File: config.mk
export PLATFORM = sky130hd
export DESIGN_NAME = bitpack_gamma1
export DESIGN_NICKNAME = d
export VERILOG_FILES = /design/src/rtl/bitpack_gamma1_pkg.sv /design/src/rtl/bit_accumulator.sv /design/src/rtl/bitpack_gamma1.sv
export SDC_FILE = /design/constraint.sdc
export NUM_CORES = 1
export LEC_CHECK = 0
export ABC_AREA = 1
export CELL_PAD_IN_SITES_DETAIL_PLACEMENT = 1
export CELL_PAD_IN_SITES_GLOBAL_PLACEMENT = 1
export CORE_ASPECT_RATIO = 0.7
export CORE_MARGIN = 2
export CORE_UTILIZATION = 40
export CTS_CLUSTER_SIZE = 30
export DETAILED_ROUTE_END_ITERATION = 16
export PLACE_DENSITY_LB_ADDON = 0.12
export SLEW_MARGIN = 20
export SYNTH_ARGS = -nofsm -noshare
export SYNTH_HDL_FRONTEND = slang
export SYNTH_SLANG_ARGS = --single-unit
File: constraint.sdc
create_clock -name clk -period 4.7 [get_ports clk]
set_input_delay 0.94 -clock clk [delete_from_list [all_inputs] [get_ports clk]]
set_output_delay 0.94 -clock clk [all_outputs]
set_load 0.005 [all_outputs]
File: src/rtl/bitpack_gamma1_pkg.sv
// Shared dilithium parameters for the gamma1 bit packer: vector/poly sizes, field widths, FSM states.
package bitpack_gamma1_pkg;

    localparam int unsigned L              = 7;
    localparam int unsigned N              = 256;
    localparam int unsigned GAMMA1         = 19;
    localparam int unsigned COEFF_WIDTH    = GAMMA1 + 1;
    localparam int unsigned DATA_OUT_BITS  = 64;
    localparam int unsigned WORDS_PER_POLY = N * COEFF_WIDTH / DATA_OUT_BITS;
    localparam int unsigned COEFF_IN_W     = 24;
    localparam int unsigned BUF_W          = 128;

    localparam logic [1:0] ST_IDLE  = 2'd0;
    localparam logic [1:0] ST_RUN   = 2'd1;
    localparam logic [1:0] ST_DRAIN = 2'd2;
    localparam logic [1:0] ST_DONE  = 2'd3;

endpackage

File: src/rtl/bit_accumulator.sv
// LSB-first bit buffer: appends IN_W-bit fields at the fill point and pops OUT_W-bit words from the bottom.
module bit_accumulator #(
    parameter int unsigned IN_W   = 20,
    parameter int unsigned OUT_W  = 64,
    parameter int unsigned BUF_W  = 128,
    parameter int unsigned FILL_W = $clog2(BUF_W + 1)
) (
    input  logic              clk,
    input  logic              rst,
    input  logic              clr,
    input  logic              push,
    input  logic [IN_W-1:0]   push_data,
    input  logic              pop,
    output logic [OUT_W-1:0]  data,
    output logic              valid,
    output logic [FILL_W-1:0] fill,
    output logic              valid_nxt_c
);

    logic [BUF_W-1:0]  buf_q, buf_d, shifted_c;
    logic [FILL_W-1:0] fill_q, fill_d, fill_pop_c;
    logic              valid_q;

    // Pop happens before append so a same-cycle push lands at the post-pop fill point.
    always_comb begin
        shifted_c  = buf_q;
        fill_pop_c = fill_q;
        if (pop) begin
            shifted_c  = buf_q >> OUT_W;
            fill_pop_c = fill_q - FILL_W'(OUT_W);
        end
        buf_d  = shifted_c;
        fill_d = fill_pop_c;
        if (push) begin
            buf_d  = shifted_c | (BUF_W'(push_data) << fill_pop_c);
            fill_d = fill_pop_c + FILL_W'(IN_W);
        end
        if (clr) begin
            buf_d  = '0;
            fill_d = '0;
        end
        valid_nxt_c = (fill_d >= FILL_W'(OUT_W));
    end

    always_ff @(posedge clk) begin
        if (!rst) begin
            buf_q   <= '0;
            fill_q  <= '0;
            valid_q <= 1'b0;
        end else begin
            buf_q   <= buf_d;
            fill_q  <= fill_d;
            valid_q <= valid_nxt_c;
        end
    end

    assign data  = buf_q[OUT_W-1:0];
    assign valid = valid_q;
    assign fill  = fill_q;

endmodule

File: src/rtl/bitpack_gamma1.sv
// Streams a vector of signed coefficients from RAM, maps each to 2^GAMMA1 - c and packs the fields into 64-bit words.
// Optional build macro BITPACK_RANGE_CHECK_EN adds a sticky out-of-range flag on err.
module bitpack_gamma1
    import bitpack_gamma1_pkg::*;
#(
    parameter int unsigned L             = bitpack_gamma1_pkg::L,
    parameter int unsigned N             = bitpack_gamma1_pkg::N,
    parameter int unsigned GAMMA1        = bitpack_gamma1_pkg::GAMMA1,
    parameter int unsigned COEFF_WIDTH   = GAMMA1 + 1,
    parameter int unsigned DATA_OUT_BITS = bitpack_gamma1_pkg::DATA_OUT_BITS,
    parameter int unsigned ADDR_WIDTH    = $clog2(L * N)
) (
    input  logic                     clk,
    input  logic                     rst,
    input  logic                     start,
    output logic                     done,
    output logic                     busy,
    output logic [ADDR_WIDTH-1:0]    addr_vector_y,
    input  logic [COEFF_IN_W-1:0]    dout_vector_y,
    output logic [DATA_OUT_BITS-1:0] out_data,
    output logic                     out_valid,
    input  logic                     out_ready,
    output logic                     out_poly_last,
    output logic                     err
);

    localparam int unsigned NUM_COEFFS  = L * N;
    localparam int unsigned TOTAL_WORDS = NUM_COEFFS * COEFF_WIDTH / DATA_OUT_BITS;
    localparam int unsigned POLY_WORDS  = N * COEFF_WIDTH / DATA_OUT_BITS;
    localparam int unsigned RD_W        = $clog2(NUM_COEFFS + 1);
    localparam int unsigned WORD_W      = $clog2(TOTAL_WORDS + 1);
    localparam int unsigned PW          = $clog2(POLY_WORDS + 1);
    localparam int unsigned FILL_W      = $clog2(BUF_W + 1);
    localparam int unsigned CMT_W       = FILL_W + 1;

    logic [1:0]             state_q, state_d;
    logic [RD_W-1:0]        rd_cnt_q, rd_cnt_d, rd_base_c;
    logic [ADDR_WIDTH-1:0]  addr_q, addr_d;
    logic                   iss_q, dat_q, issue_c, clr_c;
    logic [WORD_W-1:0]      word_cnt_q, word_cnt_d;
    logic [PW-1:0]          poly_cnt_q, poly_cnt_d;
    logic                   busy_q, busy_d, done_q, done_d, poly_last_q, poly_last_d;
    logic                   start_ok_c, accept_c;
    logic [CMT_W-1:0]       committed_c;
    logic [COEFF_WIDTH-1:0] t_c;

    logic                     acc_valid, acc_valid_nxt_c;
    logic [DATA_OUT_BITS-1:0] acc_data;
    logic [FILL_W-1:0]        acc_fill;

    assign start_ok_c = start && (state_q == ST_IDLE);
    assign accept_c   = acc_valid && out_ready;
    assign t_c        = COEFF_WIDTH'(COEFF_IN_W'(1 << GAMMA1) - dout_vector_y);

    // Bits already buffered plus those still in the two-stage read pipeline, net of this cycle's pop.
    assign committed_c = CMT_W'(acc_fill)
                       + (iss_q ? CMT_W'(COEFF_WIDTH) : CMT_W'(0))
                       + (dat_q ? CMT_W'(COEFF_WIDTH) : CMT_W'(0))
                       - (accept_c ? CMT_W'(DATA_OUT_BITS) : CMT_W'(0));

    bit_accumulator #(
        .IN_W   (COEFF_WIDTH),
        .OUT_W  (DATA_OUT_BITS),
        .BUF_W  (BUF_W),
        .FILL_W (FILL_W)
    ) u_acc (
        .clk         (clk),
        .rst         (rst),
        .clr         (clr_c),
        .push        (dat_q),
        .push_data   (t_c),
        .pop         (accept_c),
        .data        (acc_data),
        .valid       (acc_valid),
        .fill        (acc_fill),
        .valid_nxt_c (acc_valid_nxt_c)
    );

    always_comb begin
        state_d    = state_q;
        rd_cnt_d   = rd_cnt_q;
        rd_base_c  = rd_cnt_q;
        addr_d     = addr_q;
        issue_c    = 1'b0;
        clr_c      = 1'b0;
        word_cnt_d = word_cnt_q;
        poly_cnt_d = poly_cnt_q;

        if (accept_c) begin
            word_cnt_d = word_cnt_q + WORD_W'(1);
            poly_cnt_d = (poly_cnt_q == PW'(POLY_WORDS - 1)) ? PW'(0) : poly_cnt_q + PW'(1);
        end

        case (state_q)
            ST_IDLE: begin
                // First read goes out on the start edge to shorten time-to-first-word.
                if (start) begin
                    state_d    = ST_RUN;
                    clr_c      = 1'b1;
                    issue_c    = 1'b1;
                    rd_base_c  = '0;
                    word_cnt_d = '0;
                    poly_cnt_d = '0;
                end
            end
            ST_RUN:   issue_c = (committed_c <= CMT_W'(BUF_W - COEFF_WIDTH));
            ST_DRAIN: begin
                if (accept_c && (word_cnt_q == WORD_W'(TOTAL_WORDS - 1))) begin
                    state_d = ST_DONE;
                end
            end
            ST_DONE:  state_d = ST_IDLE;
            default:  state_d = ST_IDLE;
        endcase

        if (issue_c) begin
            addr_d   = ADDR_WIDTH'(rd_base_c);
            rd_cnt_d = rd_base_c + RD_W'(1);
            if (rd_base_c == RD_W'(NUM_COEFFS - 1)) begin
                state_d = ST_DRAIN;
            end
        end

        busy_d      = (state_d != ST_IDLE);
        done_d      = (state_d == ST_DONE);
        poly_last_d = acc_valid_nxt_c && (poly_cnt_d == PW'(POLY_WORDS - 1));
    end

    always_ff @(posedge clk) begin
        if (!rst) begin
            state_q     <= ST_IDLE;
            rd_cnt_q    <= '0;
            addr_q      <= '0;
            iss_q       <= 1'b0;
            dat_q       <= 1'b0;
            word_cnt_q  <= '0;
            poly_cnt_q  <= '0;
            busy_q      <= 1'b0;
            done_q      <= 1'b0;
            poly_last_q <= 1'b0;
        end else begin
            state_q     <= state_d;
            rd_cnt_q    <= rd_cnt_d;
            addr_q      <= addr_d;
            iss_q       <= issue_c;
            dat_q       <= iss_q;
            word_cnt_q  <= word_cnt_d;
            poly_cnt_q  <= poly_cnt_d;
            busy_q      <= busy_d;
            done_q      <= done_d;
            poly_last_q <= poly_last_d;
        end
    end

`ifdef BITPACK_RANGE_CHECK_EN
    localparam logic signed [COEFF_IN_W-1:0] G_POS = $signed(COEFF_IN_W'(1 << GAMMA1));
    localparam logic signed [COEFF_IN_W-1:0] G_NEG = -G_POS;

    logic err_q, err_d, range_bad_c;

    // Valid coefficients lie in (-2^GAMMA1, 2^GAMMA1]; the flag sticks until the next accepted start.
    always_comb begin
        range_bad_c = ($signed(dout_vector_y) <= G_NEG) || ($signed(dout_vector_y) > G_POS);
        err_d       = err_q;
        if (start_ok_c) begin
            err_d = 1'b0;
        end else if (dat_q && range_bad_c) begin
            err_d = 1'b1;
        end
    end

    always_ff @(posedge clk) begin
        if (!rst) begin
            err_q <= 1'b0;
        end else begin
            err_q <= err_d;
        end
    end

    assign err = err_q;
`else
    assign err = 1'b0;
`endif

    assign done          = done_q;
    assign busy          = busy_q;
    assign addr_vector_y = addr_q;
    assign out_data      = acc_data;
    assign out_valid     = acc_valid;
    assign out_poly_last = poly_last_q;

endmodule

Yosys cells after proc, flatten, opt, wreduce, memory -nomap -nowiden --
Index checks and enable logic that the tools add are counted.
Word-level totals: bits in registers 183, input port bits 28
Cells by class: add/subtract/negate cells 9, magnitude comparators 2, equality and inequality tests 8, shift operators 1, multiplexer cells 25, bitwise logic cells 2, reductions and logical operators 6
Operators by type and width (number):
- $mux W128 | 2
- $or A128 B128 Y128 | 1
- $shl A20 B8 Y128 | 1
- $mux W7 | 5
- $mux W10 | 3
- $mux W8 | 3
- $mux W11 | 2
- $sub A20 B20 Y20 const A | 1
- $eq A7 B7 Y1 const B | 2
- $add A11 B1 Y11 const B | 1
- $eq A11 B11 Y1 const B | 1
- $add A10 B1 Y10 const B | 1
- $eq A10 B10 Y1 const B | 1
- $mux W5 | 2
- $add A8 B5 Y9 | 1
- $add A9 B5 Y9 | 1
- $le A9 B7 Y1 const B | 1
- $sub A9 B7 Y9 | 1
- $add A8 B5 Y8 const B | 1
- $ge A8 B7 Y1 const B | 1
- $mux W2 | 4
- $sub A8 B7 Y8 const B | 1
- $add A7 B1 Y7 const B | 1
- $eq A2 B2 Y1 const B | 3
- 9 further kinds | 12

Logic depth before layout (Yosys ltp) --
depth after elaboration 8, depth in mapped cells 19, mapped depth without buffers 18

Hierarchy --
A second synthesis with hierarchy kept.
Unflattened totals: cell total of the unflattened synthesis 1546, area total of the unflattened synthesis 10697.8 sq um
By module, submodules not included:
- bit_accumulator | instances 1, cells each 1117, area an instance 7741.2 sq um, sequential area each 2742.6 sq um
- bitpack_gamma1 | instances 1, cells each 429, area an instance 2956.6 sq um, sequential area each 920.9 sq um

Least setup slack after synthesis --
OpenSTA, ideal clock, no wires.
path kind input to register, start point input out_ready, end point register addr_q[5], in the netlist addr_vector_y[5], setup time 0.132 ns, arrival 3.660 ns, data required time 4.568 ns, setup slack 0.907 ns, stages 15, buffers on the path 4, cells stage by stage nand2_1 > buf_2 > buf_2 > clkbuf_1 > ha_1 > ha_1 > ha_1 > or2_2 > a41oi_1 > nand3_1 > nand2_2 > inv_1 > buf_2 > nand2_1 > a21oi_1
On the way: word-level cells in the longest chain between the ends 5
RTL lines:
- start, declared | RTL line bitpack_gamma1.sv:22 | input logic out_ready,
- $logic_and A1 B1 Y1 | RTL line bitpack_gamma1.sv:52 | assign accept_c = acc_valid && out_ready;
- $mux W7 | RTL line bitpack_gamma1.sv:59 | - (accept_c ? CMT_W'(DATA_OUT_BITS) : CMT_W'(0));
- $sub A9 B7 Y9 | RTL line bitpack_gamma1.sv:59
- $le A9 B7 Y1 | RTL line bitpack_gamma1.sv:106 | ST_RUN: issue_c = (committed_c <= CMT_W'(BUF_W - COEFF_WIDTH));
- $pmux W1 S2 | RTL line bitpack_gamma1.sv:94 | case (state_q)
- end signal, assigned | RTL line bitpack_gamma1.sv:144 | addr_q <= addr_d;
- end, declared | RTL line bitpack_gamma1.sv:38 | logic [ADDR_WIDTH-1:0] addr_q, addr_d;
Every way passes these cells. A chain may end at the register's enable or synchronous reset.

Final worst setup path --
start point register dat_q, end point register rd_cnt_q[6]
On the way: word-level cells in the longest chain between the ends 5
RTL lines:
- start, declared | RTL line bitpack_gamma1.sv:39 | logic iss_q, dat_q, issue_c, clr_c;
- start signal, assigned | RTL line bitpack_gamma1.sv:146 | dat_q <= iss_q;
- $mux W5 | RTL line bitpack_gamma1.sv:58 | + (dat_q ? CMT_W'(COEFF_WIDTH) : CMT_W'(0))
- $add A9 B5 Y9 | RTL line bitpack_gamma1.sv:58
- $sub A9 B7 Y9 | RTL line bitpack_gamma1.sv:59
- $le A9 B7 Y1 | RTL line bitpack_gamma1.sv:106
- $pmux W1 S2 | RTL line bitpack_gamma1.sv:94
- end signal, assigned | RTL line bitpack_gamma1.sv:143 | rd_cnt_q <= rd_cnt_d;
- end, declared | RTL line bitpack_gamma1.sv:37 | logic [RD_W-1:0] rd_cnt_q, rd_cnt_d, rd_base_c;
Every way passes these cells.

==> qor.yml <==
outcome:
  status: "complete, no violations"
detailed_routing:
  post-route-drc-count: 0
  routedWlPerCell_um: 18.8
  vias: 10600
  totalWireLength_mm: 36.7
  drtIter0Drc: 886
  ant_nets: 0
  first_pass_iters: 7
  routed_via_density: 5.42
global_routing:
  antenna_found_initial: 0
  grt_pass1_wl_mm: 57.8
  grt_pass1_vias: 10400
  grt.overflow.total: 0
  grt_max_degree: 77
  track_usage: 0.259
clocking:
  clkTransAtPathRegs_ns: 0.08
  cts_htree_levels: 4
  ctsLongestPathBuffers: 2
  holdBufCountCts: 0
  tritoncts: "yes"
  cts_resized: 0
  clk_latency_ns: 0.45
  numCtsBuffers: 17
  cts_setup_buffers: 0
  cts-root-buf: "clkbuf_16"
  cts_sinks: 183
placement:
  dpl.hpwl_mm: 26.7
  gp_congestion: 0.925
  post-place-ws_ns: 0.546
  numPlacedInstances: 1919
  port_buffers: 102
worst_hold_path:
  hold_path.class: "reg2reg"
floorplan:
  ios: 108
  num_rows: 50
  die_height_um: 142
  dieWidth_um: 200
  core_area_um2: 26700
  die_area_um2: 28400
  floorplan.initialDensity: 0.405
sta:
  max_freq_mhz: 246
  rsz0062_at_grt: "false"
  max_slew.worst_pin.slew_ns: 0.888
  setup_viol: 0
  final_hold_viol_count: 0
  finalCritPeriodShare: 0.865
  skew_ns: 0.0135
  setup_slack_ns: 0.635
  drv_slew: 0
  slew_headroom: 0.406
  fin_crit_ns: 4.07
  whs_ns: 0.445
  tns_ns: 0
yosys:
  synth_top_area_frac: 0.339
  syn_inst: 1589
  synth_seq_area_share: 0.339
  synth_area_um2: 10800
  synth_cell_types: 51
  synth_area_leader_cell: "dfxtp_1"
  postSynthAreaPerCell_um2: 6.80
  ys_seq_elements: 183
  synth_area_leaders: "dfxtp_1 (34%), nand2_1 (15%), nand3_1 (10%), a21oi_1 (5.4%), buf_4 (5.1%)"
  syn-num-nets: 1637
  yosysWarnings: 0
setup_path:
  cp-startpoint: "dat_q"
  required_ns: 5.04
  end_kind: "flip-flop"
  reg2reg_depth: 17
  rr_endpoint: "rd_cnt_q[6]"
  ff2ff_setup_slack_ns: 0.63
  cp-start-kind: "flip-flop"
  worst-path-max-fanout: 13
  r2r_start: "dat_q"
  crit_arrival_ns: 4.40
  crit_path_end: "rd_cnt_q[6]"
  worstSetupPathType: "reg2reg"
power_and_ir_drop:
  p_per_area_nw_per_um2: 283
  vdd_ir_drop_max_mv: 0.263
  power_leakage_uw: 0.00474
job:
  drv_cap: 0
cells_and_area:
  area_growth_pct: 11.6
  fin_cells: 1950
  antenna_cells: 0
  final_core_util: 0.453
  layout.nets: 1622
  layout-drive-gt1-share: 0.0738
placed cells by master (no fill, tap or decap), types with 4 or more instances in the layout:
cell type and instances:
nand2_1 431, nand3_1 217, dfxtp_1 183, a21oi_1 117, clkdlybuf4s50_1 102, inv_1 95, nor2_1 87, nand4_1 42
o21ai_0 37, a31oi_1 35, mux2i_1 30, nand2_2 23, buf_4 23, nor3_1 17, ha_1 17, clkbuf_16 17
o21ai_1 12, xor2_1 10, nand3_2 7, inv_2 5, nor2_2 5, o211ai_1 5, or2_2 5, nor2_4 4
o21ai_2 4, o31ai_1 4, a22oi_1 4
through the flow:
step | area [µm²] | total power, µW
after global routing | 12100 | 3560
after global placement | 11500 | 2010
after detailed placement | 11500 | 2020
after CTS | 12100 | 3440
after floorplan | 10800 | 1880
final | 12100 | 3420
registers in the layout, indices dropped and copies added, names as in the netlist:
name / cells
word_cnt_q: 10
done: 1
rd_cnt_q: 11
u_acc.valid: 1
iss_q: 1
u_acc.fill: 8
out_poly_last: 1
dat_q: 1
poly_cnt_q: 7
busy: 1
u_acc.buf_q: 128
state_q: 2
addr_vector_y: 11
area by class of cell:
| cell class | instances | area, µm² |
|---|---|---|
| inverter | 104 | 393 |
| multi-input combinational | 1142 | 5770 |
| clock buffer | 19 | 443 |
| timing repair buffer | 126 | 1210 |
| clock inverter | 12 | 123 |
| fill | 3460 | 14600 |
| sequential | 183 | 3660 |
| tap | 364 | 455 |
how the worst min path moves through the flow:
stage	startpoint	to	slack, ns	cells after the start
after detailed placement	iss_q	dat_q	0.43	2
after global routing	iss_q	dat_q	0.47	2
after global placement	iss_q	dat_q	0.41	2
after CTS	iss_q	dat_q	0.45	2
after floorplan	iss_q	dat_q	0.41	2
final	iss_q	dat_q	0.45	2
layer usage:
metal,vias to the layer above,wire [µm],track usage
met5,-,0,0
met4,0,422,0.0542
met3,30,2390,0.0508
met2,256,15400,0.391
met1,5086,18500,0.381
li1,5200,-,-
synthesized netlist by cell type (all sizes together):
cell           n
conb           1
o22ai          1
nand3        224
nand2        456
dlygate4sd3    1
a41oi          1
dfxtp        183
a22oi          4
o21ai         53
o311ai         1
or2            6
fa             3
nand4         42
xnor2          2
a21oi        117
mux2i         30
clkbuf        53
nand3b         1
o21a           2
buf          106
nor2          97
xor2          11
nor4           4
inv          101
a31o           1
clkinv         3
a211oi         3
a31oi         35
o31ai          4
o211ai         5
and2           3
ha            17
nor3          17
or4            1
worst max-delay path, cell delays in order (launching register included):
cell and delay [ns]:
dfxtp_1 0.48, inv_1 0.13, ha_1 0.35, fa_1 0.51, inv_1 0.04, ha_1 0.20, fa_1 0.40, a21oi_1 0.16
o21ai_0 0.11, nand2_1 0.10, nand2_1 0.06, a21oi_1 0.17, xor2_1 0.19, nand3_1 0.22, inv_1 0.40, nand4_1 0.17
o21ai_0 0.20, a21oi_1 0.06
cell families after synthesis:
family | Yosys count | share of synthesized area
AO/OA/AOI/OAI | 227 | 0.116
XOR/XNOR | 13 | 0.0112
adder cells (fa/ha/maj) | 20 | 0.0252
buffers and inverters | 264 | 0.129
flip-flops | 183 | 0.339
multiplexers | 30 | 0.0278
other | 1 | 0.000347
AND/OR/NAND/NOR | 851 | 0.352
report_power, final:
part,switching [µW],internal [µW],leakage (µW),total [µW]
logic,291,129,0.00300,420
clock network,674,749,0.000269,1420
registers,11.3,1560,0.00148,1570
total,976,2440,0.00474,3420
Power figures use the tool's default switching activity.
